$ cat src/rtl/rstseq_pkg.sv
// Shared types and defaults for the CPU reset sequencer: FSM states, reset-cause codes, helpers.
// Optional feature macro used by the top: RSTSEQ_CAUSE_LOG_EN (sticky per-cause log).
package rstseq_pkg;

  typedef enum logic [1:0] {
    ASSERT  = 2'd0,
    RELEASE = 2'd1,
    DONE    = 2'd2,
    RUN     = 2'd3
  } state_t;

  localparam logic [1:0] CAUSE_POR = 2'd0;
  localparam logic [1:0] CAUSE_EXT = 2'd1;
  localparam logic [1:0] CAUSE_WDT = 2'd2;
  localparam logic [1:0] CAUSE_SW  = 2'd3;

  localparam int DEF_N_STAGES       = 4;
  localparam int DEF_STRETCH_CYCLES = 4;
  localparam int DEF_STAGE_GAP      = 2;
  localparam int DEF_DEB_CYCLES     = 3;

  function automatic int max_int(input int a, input int b);
    if (a > b) begin
      return a;
    end else begin
      return b;
    end
  endfunction

  // Simultaneous requests resolve EXT > WDT > SW.
  function automatic logic [1:0] req_cause(input logic ext, input logic wdt);
    if (ext) begin
      return CAUSE_EXT;
    end else if (wdt) begin
      return CAUSE_WDT;
    end else begin
      return CAUSE_SW;
    end
  endfunction

  function automatic logic [3:0] cause_onehot(input logic [1:0] code);
    return 4'b0001 << code;
  endfunction

endpackage

$ cat src/rtl/reset_sequencer_debounce.sv
// Push-button conditioner: two-flop synchroniser, then a run of DEB_CYCLES synchronised highs
// yields a single accept pulse; it re-arms only once the synchronised input has gone low.
module rst_debounce #(
  parameter int DEB_CYCLES = 3
) (
  input  logic clk,
  input  logic Rst,
  input  logic raw,
  output logic acc
);

  localparam int DEB_W = $clog2(DEB_CYCLES + 1);

  logic [1:0]       sync_r;
  logic [DEB_W-1:0] cnt_r;
  logic [DEB_W-1:0] cnt_s;
  logic             acc_r;
  logic             acc_s;

  // Synchroniser, run counter and accept pulse registers.
  always_ff @(posedge clk) begin
    if (!Rst) begin
      sync_r <= 2'b00;
      cnt_r  <= {DEB_W{1'b0}};
      acc_r  <= 1'b0;
    end else begin
      sync_r <= {sync_r[0], raw};
      cnt_r  <= cnt_s;
      acc_r  <= acc_s;
    end
  end

  // Count consecutive highs; saturating at DEB_CYCLES blocks a second pulse while held.
  always_comb begin
    cnt_s = cnt_r;
    acc_s = 1'b0;
    if (sync_r[1]) begin
      if (cnt_r == DEB_W'(DEB_CYCLES - 1)) begin
        cnt_s = DEB_W'(DEB_CYCLES);
        acc_s = 1'b1;
      end else if (cnt_r < DEB_W'(DEB_CYCLES)) begin
        cnt_s = cnt_r + DEB_W'(1);
      end else begin
        cnt_s = cnt_r;
      end
    end else begin
      cnt_s = {DEB_W{1'b0}};
    end
  end

  assign acc = acc_r;

endmodule

$ cat src/rtl/reset_sequencer.sv
// Central CPU reset controller: merges reset requests, stretches reset, releases unit resets in order.
// Define RSTSEQ_CAUSE_LOG_EN to add cause_clr / cause_log (sticky per-cause history).
module reset_sequencer
  import rstseq_pkg::*;
#(
  parameter int N_STAGES       = DEF_N_STAGES,
  parameter int STRETCH_CYCLES = DEF_STRETCH_CYCLES,
  parameter int STAGE_GAP      = DEF_STAGE_GAP,
  parameter int DEB_CYCLES     = DEF_DEB_CYCLES
) (
  input  logic                clk,
  input  logic                Rst,
  input  logic                ext_rst_req,
  input  logic                wdt_rst_req,
  input  logic                sw_rst_req,
`ifdef RSTSEQ_CAUSE_LOG_EN
  input  logic                cause_clr,
`endif
  output logic [N_STAGES-1:0] stage_rst_n,
  output logic                cpu_ready,
  output logic                busy,
  output logic [1:0]          rst_cause
`ifdef RSTSEQ_CAUSE_LOG_EN
  ,
  output logic [3:0]          cause_log
`endif
);

  localparam int CNT_W = $clog2(max_int(STRETCH_CYCLES, STAGE_GAP) + 1);

  state_t              state_r, state_s;
  logic [CNT_W-1:0]    cnt_r, cnt_s;
  logic [N_STAGES-1:0] stage_r, stage_s;
  logic                ready_r, ready_s;
  logic                busy_r, busy_s;
  logic [1:0]          cause_r, cause_s;
  logic                ext_acc_s;
  logic                req_s;

  rst_debounce #(
    .DEB_CYCLES (DEB_CYCLES)
  ) u_deb (
    .clk (clk),
    .Rst (Rst),
    .raw (ext_rst_req),
    .acc (ext_acc_s)
  );

  assign req_s = ext_acc_s | wdt_rst_req | sw_rst_req;

  // Sequencer state and registered outputs.
  always_ff @(posedge clk) begin
    if (!Rst) begin
      state_r <= ASSERT;
      cnt_r   <= {CNT_W{1'b0}};
      stage_r <= {N_STAGES{1'b0}};
      ready_r <= 1'b0;
      busy_r  <= 1'b1;
      cause_r <= CAUSE_POR;
    end else begin
      state_r <= state_s;
      cnt_r   <= cnt_s;
      stage_r <= stage_s;
      ready_r <= ready_s;
      busy_r  <= busy_s;
      cause_r <= cause_s;
    end
  end

  // Next state; any request from any state restarts the whole sequence.
  always_comb begin
    state_s = state_r;
    cnt_s   = cnt_r;
    stage_s = stage_r;
    ready_s = ready_r;
    busy_s  = busy_r;
    cause_s = cause_r;
    if (req_s) begin
      state_s = ASSERT;
      cnt_s   = {CNT_W{1'b0}};
      stage_s = {N_STAGES{1'b0}};
      ready_s = 1'b0;
      busy_s  = 1'b1;
      cause_s = req_cause(ext_acc_s, wdt_rst_req);
    end else begin
      case (state_r)
        ASSERT: begin
          stage_s = {N_STAGES{1'b0}};
          ready_s = 1'b0;
          busy_s  = 1'b1;
          if (cnt_r == CNT_W'(STRETCH_CYCLES - 1)) begin
            cnt_s   = {CNT_W{1'b0}};
            stage_s = {{(N_STAGES-1){1'b0}}, 1'b1};
            state_s = RELEASE;
          end else begin
            cnt_s = cnt_r + CNT_W'(1);
          end
        end
        RELEASE: begin
          if (cnt_r == CNT_W'(STAGE_GAP - 1)) begin
            cnt_s   = {CNT_W{1'b0}};
            stage_s = {stage_r[N_STAGES-2:0], 1'b1};
            if (stage_r[N_STAGES-2]) begin
              state_s = DONE;
            end else begin
              state_s = RELEASE;
            end
          end else begin
            cnt_s = cnt_r + CNT_W'(1);
          end
        end
        DONE: begin
          stage_s = {N_STAGES{1'b1}};
          ready_s = 1'b1;
          busy_s  = 1'b0;
          state_s = RUN;
        end
        RUN: begin
          stage_s = {N_STAGES{1'b1}};
          ready_s = 1'b1;
          busy_s  = 1'b0;
        end
        default: begin
          state_s = ASSERT;
          cnt_s   = {CNT_W{1'b0}};
          stage_s = {N_STAGES{1'b0}};
          ready_s = 1'b0;
          busy_s  = 1'b1;
        end
      endcase
    end
  end

  assign stage_rst_n = stage_r;
  assign cpu_ready   = ready_r;
  assign busy        = busy_r;
  assign rst_cause   = cause_r;

`ifdef RSTSEQ_CAUSE_LOG_EN
  logic [3:0] log_r, log_s;

  // Sticky cause history; clear is applied first so a same-cycle set survives.
  always_comb begin
    log_s = log_r;
    if (cause_clr) begin
      log_s = 4'b0000;
    end else begin
      log_s = log_r;
    end
    if (req_s) begin
      log_s = log_s | cause_onehot(req_cause(ext_acc_s, wdt_rst_req));
    end else begin
      log_s = log_s;
    end
  end

  // Cause log register; power-on reset records POR.
  always_ff @(posedge clk) begin
    if (!Rst) begin
      log_r <= cause_onehot(CAUSE_POR);
    end else begin
      log_r <= log_s;
    end
  end

  assign cause_log = log_r;
`endif

endmodule

$ cat config.mk
export PLATFORM = sky130hd
export DESIGN_NAME = reset_sequencer
export DESIGN_NICKNAME = d
export VERILOG_FILES = /design/src/rtl/rstseq_pkg.sv /design/src/rtl/reset_sequencer_debounce.sv /design/src/rtl/reset_sequencer.sv
export SDC_FILE = /design/constraint.sdc
export NUM_CORES = 1
export LEC_CHECK = 0
export CORE_UTILIZATION = 52
export CTS_CLUSTER_DIAMETER = 200
export DETAILED_ROUTE_END_ITERATION = 10
export PLACE_DENSITY_LB_ADDON = 0.1
export SLEW_MARGIN = 5
export SYNTH_ARGS = -nofsm -noshare
export SYNTH_HDL_FRONTEND = slang
export SYNTH_SLANG_ARGS = --single-unit
$ cat constraint.sdc
create_clock -name clk -period 2.2 [get_ports clk]
set_clock_uncertainty 0.1 [all_clocks]
set_input_delay 0.44 -clock clk [delete_from_list [all_inputs] [get_ports clk]]
set_output_delay 0.44 -clock clk [all_outputs]
set_load 0.02 [all_outputs]
Word level (Yosys, flattened, before mapping)
Index checks and enable logic that the tools add are counted.
W data, S select, Z words.

storage, ports and cells
  flip-flop bits (word level) = 18
  bits in writable memories = 0
  latch bits = 0
  memories kept = 0
  output and inout port bits = 8
  logic and storage cells = 49
  bits of input ports = 5
  memory bits (read-only) = 0

operators by class
  $add $sub $neg = 2
  eq/ne operators = 8
  $mul = 0
  reductions and logical operators = 9
  bitwise operators = 3
  muxes and demuxes = 17
  shifts and indexed selects = 0
  divide/modulo/power cells = 0
  $lt $le $gt $ge = 1

operator list
  cell                   count
  $mux W2                6
  $pmux W4 S3            1
  $eq A2 B2 Y1 const B   3
  $mux W3                2
  $pmux W2 S3            1
  $pmux W3 S2            1
  $reduce_bool A2 Y1     3
  $mux W4                1
  $ne A2 B2 Y1 const B   2
  $pmux W1 S2            2
  $reduce_or A2 Y1       2
  $add A3 B1 Y3 const B  1
  $eq A3 B1 Y1 const B   1
  $eq A3 B2 Y1 const B   1
  $mux W1                3
  $reduce_and A3 Y1      1
  $reduce_bool A3 Y1     1
  $add A2 B1 Y2 const B  1
  $eq A2 B1 Y1 const B   1
  $logic_not A2 Y1       1
  $lt A2 B2 Y1 const B   1
  $or A1 B1 Y1           2
  $reduce_and A2 Y1      1
  $not A1 Y1             1

Longest topological paths before layout
Gate-level depths: netlist of the first run.

  depth after elaboration = 3
  gate-level depth with buffers = 7
  depth with buffers taken out = 6

Modules after synthesis
From an unflattened synthesis of the first run, not the netlist that was laid out.

second synthesis, totals
  cells, all modules = 105
  area total of the unflattened synthesis = 947.2 µm²

modules (own cells, without submodules)
  module           cells each  seq. area each (µm²)  area an instance (µm²)  times used
  reset_sequencer  88          260.2                 762.0                   1
  rst_debounce     17          100.1                 185.2                   1

Worst setup path before layout of the first run
OpenSTA, ideal clock, no wires.

  kind = register -> register
  start = register cnt_r[0]
  end = register state_r[0]
  path slack = 580 ps
  clock period less this slack = 1620 ps
  library setup time = 114 ps
  data required time = 1986 ps
  arrival time = 1406 ps
  cell stages (with the launch flop) = 7
  buffers on the path = 0
  cell sequence = dfxtp_1 -> ha_1 -> ha_1 -> inv_1 -> a221oi_1 -> and4b_1 -> nor3_1

between the ends
  longest elaborated chain between the ends = 3
  elaborated cells on any way between the ends = 5
  classes of those cells = 4 x eq/ne; 1 x reduce/logical

RTL lines
  element                                       line                                           text
  start: declaration                            reset_sequencer.sv:32                          logic [CNT_W-1:0] cnt_r, cnt_s;
  start signal: assignment                      reset_sequencer.sv:55                          cnt_r <= {CNT_W{1'b0}};
  start signal: assignment                      reset_sequencer.sv:62                          cnt_r <= cnt_s;
  $eq A3 B1 Y1 or $eq A3 B2 Y1 (tied branches)  reset_sequencer.sv:100, reset_sequencer.sv:91
  $ne A2 B2 Y1 (no source line)                 -
  $reduce_and A3 Y1 (no source line) (*)        -
  end signal: assignment                        reset_sequencer.sv:61                          state_r <= state_s;
  end: declaration                              reset_sequencer.sv:31                          state_t state_r, state_s;

Every way passes the cells marked *; elsewhere a longest branch is shown, timed or not.
A chain may end at the register's enable or synchronous reset.

Worst setup path after layout of the first run
Ends and elaborated chain as after synthesis.

==> impl_metrics.toml, run 1 <==
[run_status]
status = "finished, final reports clean"

[clock_tree]
post_cts_hold_buffer_count = 0
cts_root_buffer = "clkbuf_4"
clk_transition_reported_paths_ns = 0.11
cts_setup_buffers = 0
post_cts_resize_count = 0
worstSkewPairLatency_ns = 0.29
cts-buffers-inserted = 3
clock_tree.htree_level_count = 1
clk_path_buf_depth = 2
clock_sink_count = 18
cts_tree = "done"

[sta]
worst_pin_slew_ns = 0.4634
grt_setup_unrepaired = "no"
setup_viol_count_final = 0
post-route-min-period_ns = 1.890
slew_viol_final = 0
hold-worst-slack_ns = 0.3624
maxSlewHeadroom_pct = 69.11
finalSetupTns_ns = 0
min_period_over_period_pct = 85.93
fmaxAchievable_mhz = 529.0
timing_hold_violations_final = 0
setup_slack_ns = 0.3096

[route]
drt_wl_total_um = 1699
drt-initial-drc-count = 9
route.vias.total = 752
remaining_drc_errors = 0
detailedRoute.firstPassIterationCount = 6
drt-vias-per-instance = 5.570
ant_nets = 0
wire_per_inst_um = 12.59

[power_and_ir_drop]
power_density_cells_nw_per_um2 = 520.9
switch_pwr_mw = 0.1236
switching_fraction_pct = 21.58
power.ir.vdd_worst_uv = 483.6
power_frac_comb_pct = 5.7
power.static_leakage_nw = 0.4303
power.clock.fraction_pct = 36.0
internal_power_mw = 0.4493
seq_power_share_pct = 58.3

[placed_design]
gp_congestion = 0.8162
placed_cells = 131
placement.setup.worst_slack_ns = 0.1034
io_buffers = 12
detailedPlacementHpwl_um = 1324

[die]
initial_cell_density_of_the_core_pct = 58.10
core_area_um2 = 1577
floorplan.die_area_um2 = 1933
placementRows = 14
fp.dieW_um = 43.97
ios = 13
die_height_um = 43.97

[finish]
syn2layout_area_growth_pct = 20.08
n_antenna_cell = 0
final_nets = 138
final_cell_mix = "dfxtp_1, ha_1, clkdlybuf4s50_1"
final_cells = 135
utilization_after_layout_pct = 69.76
drive_above_1_share_pct = 7.563
most_common_library_cell_in_the_layout_ignoring_fill_and_taps = "dfxtp_1"

[critical_path]
setup.worst_path.class = "flip-flop to flip-flop"
critical_path.endpoint = "state_r[0]"
r2r_cells = 6
cp-end-kind = "flip-flop"
timing.critical_path.arrival_ns = 1.99
crit_path_max_fanout = 4
r2r_start = "cnt_r[0]"
r2r_end = "state_r[0]"
worst_setup_path_startpoint = "cnt_r[0]"
worst_ep_required_time_ns = 2.30
rrSetupSlack_ns = 0.31
launching_element_type_of_the_critical_path = "flip-flop"

[global_route]
grt_max_degree = 13
first_global_vias = 723
grt_use_total_pct = 21.77
grt_first_pass_wirelength_um = 3132
antenna_found_initial = 0
grt.overflow.total = 0

[synthesis]
post_synthesis_mean_instance_area_um2 = 8.979
synth.ff_latch_count = 18
synth_cells = 102
postSynthNetCount = 120
synth_seq_area_share_pct = 39.34
yosys.cell_types.count = 25
ys_warn_count = 0
synthesis.area_um2 = 915.9

[hold_path]
hold_path.class = "flip-flop to flip-flop"
hold-path-cell-count = 1

[run]
cap_viol_max_count = 0
worst max-delay path, cell delays in order, from the launching register on:
cell	delay (ns)
dfxtp_1	0.41
ha_1	0.21
ha_1	0.21
inv_1	0.09
a221oi_1	0.47
and4b_1	0.26
nor3_1	0.05
how the worst min path moves through the flow:
stage	from	slack, ns	endpoint
floorplan	u_deb.sync_r[0]	0.31	u_deb.sync_r[1]
global placement	u_deb.sync_r[0]	0.32	u_deb.sync_r[1]
detailed placement	u_deb.sync_r[0]	0.33	u_deb.sync_r[1]
CTS	u_deb.sync_r[0]	0.36	u_deb.sync_r[1]
global route	u_deb.sync_r[0]	0.37	u_deb.sync_r[1]
finish	u_deb.sync_r[0]	0.36	u_deb.sync_r[1]
area by class of cell:
type	count	area (um2)
clock buffers	4	36.28
fillers	124	476.7
inverters	9	33.78
multi-input cells	73	506.7
flip-flops and latches	18	360.3
well taps	16	20.02
repair buffers	15	142.6
synth_stat cells (all sizes together):
| library cell | instances | area, um2 |
|---|---|---|
| a2111oi | 1 | 15.01 |
| a211oi | 7 | 52.55 |
| a21o | 2 | 15.01 |
| a21oi | 8 | 40.04 |
| a221oi | 1 | 8.760 |
| a311oi | 1 | 8.760 |
| and2 | 2 | 12.51 |
| and3 | 1 | 6.260 |
| and4b | 1 | 10.01 |
| buf | 2 | 15.01 |
| dfxtp | 18 | 360.4 |
| ha | 13 | 162.7 |
| inv | 9 | 33.78 |
| nand2 | 6 | 22.52 |
| nand2b | 4 | 25.02 |
| nand3 | 4 | 20.02 |
| nor2 | 11 | 41.29 |
| nor3 | 4 | 20.02 |
| nor3b | 2 | 15.01 |
| o21a | 1 | 7.510 |
| o21ai | 1 | 5.000 |
| or2 | 2 | 12.52 |
| or3 | 1 | 6.260 |
state kept, by name (all words and copies together) (netlist names):
signal        count
busy              1
u_deb.sync_r      2
cnt_r             3
u_deb.cnt_r       2
u_deb.acc         1
state_r           2
rst_cause         2
cpu_ready         1
stage_rst_n       4
per-layer routing:
metal	global-route usage [%]	vias up	share of wire, %
met4	9.091	0	1.5
met1	27.65	351	47
met3	2.500	4	1.9
li1	-	387	-
met5	0	-	0
met2	37.31	10	49
through the flow:
| step | area, um2 | power, mW |
|---|---|---|
| after floorplan | 915.9 | 0.3569 |
| after global placement | 1064 | 0.3734 |
| after detailed placement | 1064 | 0.3742 |
| after CTS | 1100 | 0.5748 |
| after global routing | 1100 | 0.5884 |
| final | 1100 | 0.5729 |
cell families after synthesis:
| logic type | count (synthesis) | share of synthesized area, % |
|---|---|---|
| flip-flops | 18 | 39.34 |
| AO/OA/AOI/OAI | 22 | 16.67 |
| buffers and inverters | 11 | 5.327 |
| adder cells (fa/ha/maj) | 13 | 17.76 |
| AND/OR/NAND/NOR | 38 | 20.90 |
power by group through the flow:
stage	combinational, mW	clock [mW]	sequential, mW
2_1_floorplan	0.0132	0	0.344
3_3_place_gp	0.0319	0	0.341
3_5_place_dp	0.0328	0	0.341
4_1_cts	0.0329	0.208	0.334
5_1_grt	0.0356	0.218	0.335
6_report	0.0327	0.206	0.334
No activity file was read; power rests on OpenSTA's default activity.
==> run 2, diff against run 1 <==
--- a/config.mk
+++ b/config.mk
@@ -8,6 +8,7 @@
 export CORE_UTILIZATION = 52
 export CTS_CLUSTER_DIAMETER = 200
 export DETAILED_ROUTE_END_ITERATION = 10
+export HOLD_SLACK_MARGIN = 0.1
 export PLACE_DENSITY_LB_ADDON = 0.1
 export SLEW_MARGIN = 5
 export SYNTH_ARGS = -nofsm -noshare
==> results of run 2 <==
Same layout as run 1: the final DEF is identical, and so are final timing and power.
